--- config.mk ---
export PLATFORM = sky130hd
export DESIGN_NAME = dcache_controller
export DESIGN_NICKNAME = d
export VERILOG_FILES = /design/src/rtl/dcache_controller.sv
export SDC_FILE = /design/constraint.sdc
export NUM_CORES = 1
export LEC_CHECK = 0
export CAP_MARGIN = 20
export CORE_MARGIN = 1
export CORE_UTILIZATION = 45
export CTS_BUF_LIST = sky130_fd_sc_hd__clkbuf_8
export CTS_CLUSTER_SIZE = 20
export DETAILED_ROUTE_END_ITERATION = 10
export PLACE_DENSITY = 0.64
export SLEW_MARGIN = 20
export SYNTH_ARGS = -nofsm -noshare
export SYNTH_HDL_FRONTEND = slang
export SYNTH_SLANG_ARGS = --single-unit
export TNS_END_PERCENT = 20
--- constraint.sdc ---
create_clock -name CLK -period 5.2 [get_ports CLK]
set_input_delay 1.3 -clock CLK [delete_from_list [all_inputs] [get_ports CLK]]
set_output_delay 1.3 -clock CLK [all_outputs]
set_load 0.05 [all_outputs]
--- src/rtl/dcache_controller.sv ---
// Direct-mapped, write-back/write-allocate data cache: 8 lines of 4 bytes, 8-bit CPU
// addresses, and a 6-bit block interface to main memory.
module dcache_controller (
   input  logic        CLK,
   input  logic        RESET,
   input  logic        READ,
   input  logic        WRITE,
   input  logic [7:0]  ADDRESS,
   input  logic [7:0]  WRITEDATA,
   output logic [7:0]  READDATA,
   output logic        BUSYWAIT,
   output logic        MEM_READ,
   output logic        MEM_WRITE,
   output logic [5:0]  MEM_ADDRESS,
   output logic [31:0] MEM_WRITEDATA,
   input  logic [31:0] MEM_READDATA,
   input  logic        MEM_BUSYWAIT
);

   typedef enum logic [1:0] {IDLE, WRITE_BACK, FETCH, UPDATE} state_e;

   state_e      state_q;
   logic [31:0] data_q [8];
   logic [2:0]  tag_q  [8];
   logic [7:0]  valid_q;
   logic [7:0]  dirty_q;
   logic        mem_read_q;
   logic        mem_write_q;
   logic        started_q;
   logic [5:0]  mem_addr_q;
   logic [5:0]  fill_addr_q;
   logic [31:0] mem_wdata_q;

   logic [2:0]  index;
   logic [2:0]  tag_in;
   logic [1:0]  offset;
   logic [31:0] line;
   logic        hit;
   logic        request;
   logic        cpu_store;

   assign index     = ADDRESS[4:2];
   assign tag_in    = ADDRESS[7:5];
   assign offset    = ADDRESS[1:0];
   assign line      = data_q[index];
   assign hit       = valid_q[index] && (tag_q[index] == tag_in);
   assign request   = READ || WRITE;
   assign cpu_store = (state_q == IDLE) && hit && WRITE && !READ;

   assign READDATA      = line[{offset, 3'b000} +: 8];
   assign BUSYWAIT      = request && !((state_q == IDLE) && hit);
   assign MEM_READ      = mem_read_q;
   assign MEM_WRITE     = mem_write_q;
   assign MEM_ADDRESS   = mem_addr_q;
   assign MEM_WRITEDATA = mem_wdata_q;

   // Array contents need no reset: a cleared valid bit hides them.
   always_ff @(posedge CLK) begin
      if (state_q == UPDATE) begin
         data_q[fill_addr_q[2:0]] <= MEM_READDATA;
         tag_q[fill_addr_q[2:0]]  <= fill_addr_q[5:3];
      end else if (cpu_store) begin
         data_q[index][{offset, 3'b000} +: 8] <= WRITEDATA;
      end
   end

   // started_q ignores MEM_BUSYWAIT on the first edge of a transfer, so a memory
   // that raises busywait one cycle late is not mistaken for a completed one.
   always_ff @(posedge CLK or posedge RESET) begin
      if (RESET) begin
         state_q     <= IDLE;
         valid_q     <= '0;
         dirty_q     <= '0;
         mem_read_q  <= 1'b0;
         mem_write_q <= 1'b0;
         started_q   <= 1'b0;
         mem_addr_q  <= '0;
         fill_addr_q <= '0;
         mem_wdata_q <= '0;
      end else begin
         case (state_q)
            IDLE: begin
               if (request && !hit) begin
                  fill_addr_q <= ADDRESS[7:2];
                  started_q   <= 1'b0;
                  if (valid_q[index] && dirty_q[index]) begin
                     state_q     <= WRITE_BACK;
                     mem_write_q <= 1'b1;
                     mem_addr_q  <= {tag_q[index], index};
                     mem_wdata_q <= line;
                  end else begin
                     state_q    <= FETCH;
                     mem_read_q <= 1'b1;
                     mem_addr_q <= ADDRESS[7:2];
                  end
               end else if (cpu_store) begin
                  dirty_q[index] <= 1'b1;
               end
            end
            WRITE_BACK: begin
               if (started_q && !MEM_BUSYWAIT) begin
                  state_q     <= FETCH;
                  mem_write_q <= 1'b0;
                  mem_read_q  <= 1'b1;
                  mem_addr_q  <= fill_addr_q;
                  started_q   <= 1'b0;
               end else begin
                  started_q <= 1'b1;
               end
            end
            FETCH: begin
               if (started_q && !MEM_BUSYWAIT) begin
                  state_q    <= UPDATE;
                  mem_read_q <= 1'b0;
                  started_q  <= 1'b0;
               end else begin
                  started_q <= 1'b1;
               end
            end
            UPDATE: begin
               state_q                  <= IDLE;
               valid_q[fill_addr_q[2:0]] <= 1'b1;
               dirty_q[fill_addr_q[2:0]] <= 1'b0;
            end
            default: state_q <= IDLE;
         endcase
      end
   end

endmodule

==> results.md <==
- Status: finished clean
- Final min period: between 5 and 6 ns
- DR vias: 9737
- Largest family of logic cells by synthesized area: multiplexers
- CP Capture Type: output pin
- Seq/Total Area, Yosys: 0.671
- Setup TNS Final: 0 ns
- Layout area overhead: 20.6%
- CTS tree: done
- WP data arrival: 3.78 ns
- # nets final: between 1000 and 1500
- Sink Count: 345
- Die width: ~180 um
- Post-synthesis compound-gate area fraction: 0.110
- CP Launch Type: input pin
- DP HPWL: approximately 27 mm
- RSZ-0062 raised after global routing: false
- Rel. slew slack: 0.256
- Mux cell area share after synthesis: 0.126
- Fin. max-slew vios: 0
- Core Box Area: around 33000 um2
- Fin Clk Skew: approximately 0.05 ns
- Routed Antenna Nets: 0
- Commonest non-fill, non-tap cell in the layout: edfxtp_1
- Crit Path Class: input pin to output pin
- Post-synth top area cell: edfxtp_1
- Iter 0 DRT Violations: 928
- Hold crit path type: flip-flop to flip-flop
- DRC viols: 0
- Number of enable flip-flop cells after synthesis: between 200 and 300
- Synthesis Warnings: 0
- Remaining Overflow, GRT: 0
- Most frequent cells in the layout: edfxtp_1, clkdlybuf4s50_1, o21ai_0, nand2_1, buf_4
- Wire per inst: 24.3 um
- Resized Gates After CTS: 0
- Worst vdd ir: between 0.2 and 0.25 mV
- Hold buffer count at CTS: 0
- WL final: between 40 and 50 mm
- I/O pin count: slightly above 100
- Critical Path RT: a little under 4 ns
- Sequential Power Share: 0.480
- Setup bufs post-CTS: 0
- Mapped cell area: roughly 15000 um2
- Max-cap violations: 0
- Avg Inst Size Synth: 14.6 um2
- Root buffer cell: clkbuf_8
- Comb pwr share: 0.225
- Number of buffers created by CTS: 54
- Highest clock rate: a little under 200 MHz
- Starting density of the core: 0.459
- Fin util: 0.553
- Ranking of synthesized cells by area: edfxtp_1, dfrtp_1, mux2_2
- Synth top area share: 0.562
- P per Cell Area: around 410 nW/um2
- Row count: 66
- Die height: ~180 um
- Layout cells sized above 1: 0.226
- First-pass GRT wire length: 60.7 mm
- # H-tree levels: 2
- CP max FO: 17
- Post-Synth Adder-Cell Area: 0.00669
- Post-synth ARST share: 0.188
- Dominant synthesized flop cell: edfxtp_1
- Gate Count Post-Synth: about 1000
- Power Internal: slightly above 5000 uW
- Final hold violations: 0
- Placer Congestion: around 0.86
- Vias per cell: roughly 5.8
- Leakage: roughly 0.0067 uW
- Synth unique cells: between 60 and 70
- Longest Clk Path Bufs: 3
- Post-synthesis register bit count: ~350
- Total GRT Usage: 0.247
- Ant. Diodes: 0
- I/O Buffers: slightly above 100
- Xor-xnor portion of the synthesized cell area: 0.000585
- Switching share of power: 0.304
- Setup Viol. Count Final: 0
- Clock power frac: 0.295
- DRT Pass-1 Iters: 5
- Net Switching: about 2300 uW
- Worst slew pin tran: 1.11 ns
- Clk pin slew, worst setup/hold paths: 0.06 ns
- Number of global-route vias before repair: 9463
- Post-synthesis simple-gate area fraction: 0.0613
- Tcrit/Tclk final: 0.977
- Worst-skew pair later-pin latency: 0.63 ns
- Pin count of the biggest net entering global routing: between 60 and 70
- Initial antenna violation count: 2
- Syn nets: between 1000 and 1500
- Die area: between 30000 and 40000 um2
worst max-delay path, stage by stage:
cell and delay (ns):
buf_4 0.20, nor2b_2 0.88, a22oi_1 0.24, o22a_1 0.25
o21ai_0 0.29, mux4_2 0.45, buf_12 0.14
per-stage QoR:
stage / hold WS [ns] / area (um2) / setup slack (ns) / instances / power [uW]
2_1_floorplan: 0.434 / 15000 / 0.183 / 1025 / 4620
3_3_place_gp: 0.449 / 17000 / 0.246 / 1583 / 5260
3_5_place_dp: 0.454 / 17000 / 0.179 / 1583 / 5290
4_1_cts: 0.469 / 18000 / 0.145 / 1683 / 7480
5_1_grt: 0.505 / 18000 / 0.0509 / 1683 / 7750
6_report: 0.474 / 18000 / 0.121 / 1683 / 7450
logic make-up (layout without fill, tap and decap cells):
kind of cell	count (synthesis)	in the layout
compound gates	249	249
xor+xnor	1	1
fa+ha+maj	8	8
buf+inv	82	298
flops	345	345
mux	153	153
simple gates	187	187
power by group through the flow:
stage                     clock network, uW  logic [uW]  registers (uW)
after floorplan                           0         849            3770
after global placement                    0        1650            3610
after detailed placement                  0        1670            3630
after CTS                              2230        1670            3570
after global routing                   2360        1780            3610
final                                  2200        1680            3570
synth_stat cells, types with 12 or more instances:
master and number:
edfxtp_1 280, o21ai_0 90, nand2_1 84, mux2_2 66
dfrtp_1 65, mux2i_1 47, nor2_1 40, clkbuf_1 37
a22oi_1 31, mux2_4 30, a21oi_1 25, a221oi_1 24
inv_1 17, o22ai_1 16, o22a_1 14, nand2b_1 12
metal layers:
layer | vias to the layer above | track usage | wire length, um
met1 | 4915 | 0.349 | 17800
met5 | - | 0 | 13
li1 | 4332 | - | -
met2 | 413 | 0.384 | 19100
met3 | 75 | 0.0451 | 2850
met4 | 2 | 0.0800 | 1100
cell type report:
cell class	count	area, um2
clock buffer	62	853
inverter	18	68.8
sequential	345	10000
fill	2671	14600
tap	442	553
clock inverter	38	204
timing repair buffer	180	1770
multi-input combinational	598	4560
registers in the layout, indices dropped and copies added, names as in the netlist, 2 cells and up:
register       flops
valid_q            8
data_q           256
MEM_ADDRESS        6
tag_q             24
dirty_q            8
fill_addr_q        6
state_q            2
MEM_WRITEDATA     32
worst paths after layout:
| path | startpoint | end | slack, ns | depth (start not counted) |
|---|---|---|---|---|
| min in group asynchronous | RESET | MEM_WRITEDATA[20] | 1.18 | 2 |
| setup / recovery | ADDRESS[2] | READDATA[5] | 0.12 | 7 |
| hold / removal | valid_q[0] | valid_q[0] | 0.47 | 1 |
| max in group asynchronous | RESET | MEM_WRITEDATA[27] | 3.09 | 3 |
| setup reg to reg | state_q[0] | data_q[4][21] | 1.67 | 9 |
| hold reg to reg | valid_q[0] | valid_q[0] | 0.47 | 1 |
No activity file was read; power rests on OpenSTA's default activity.
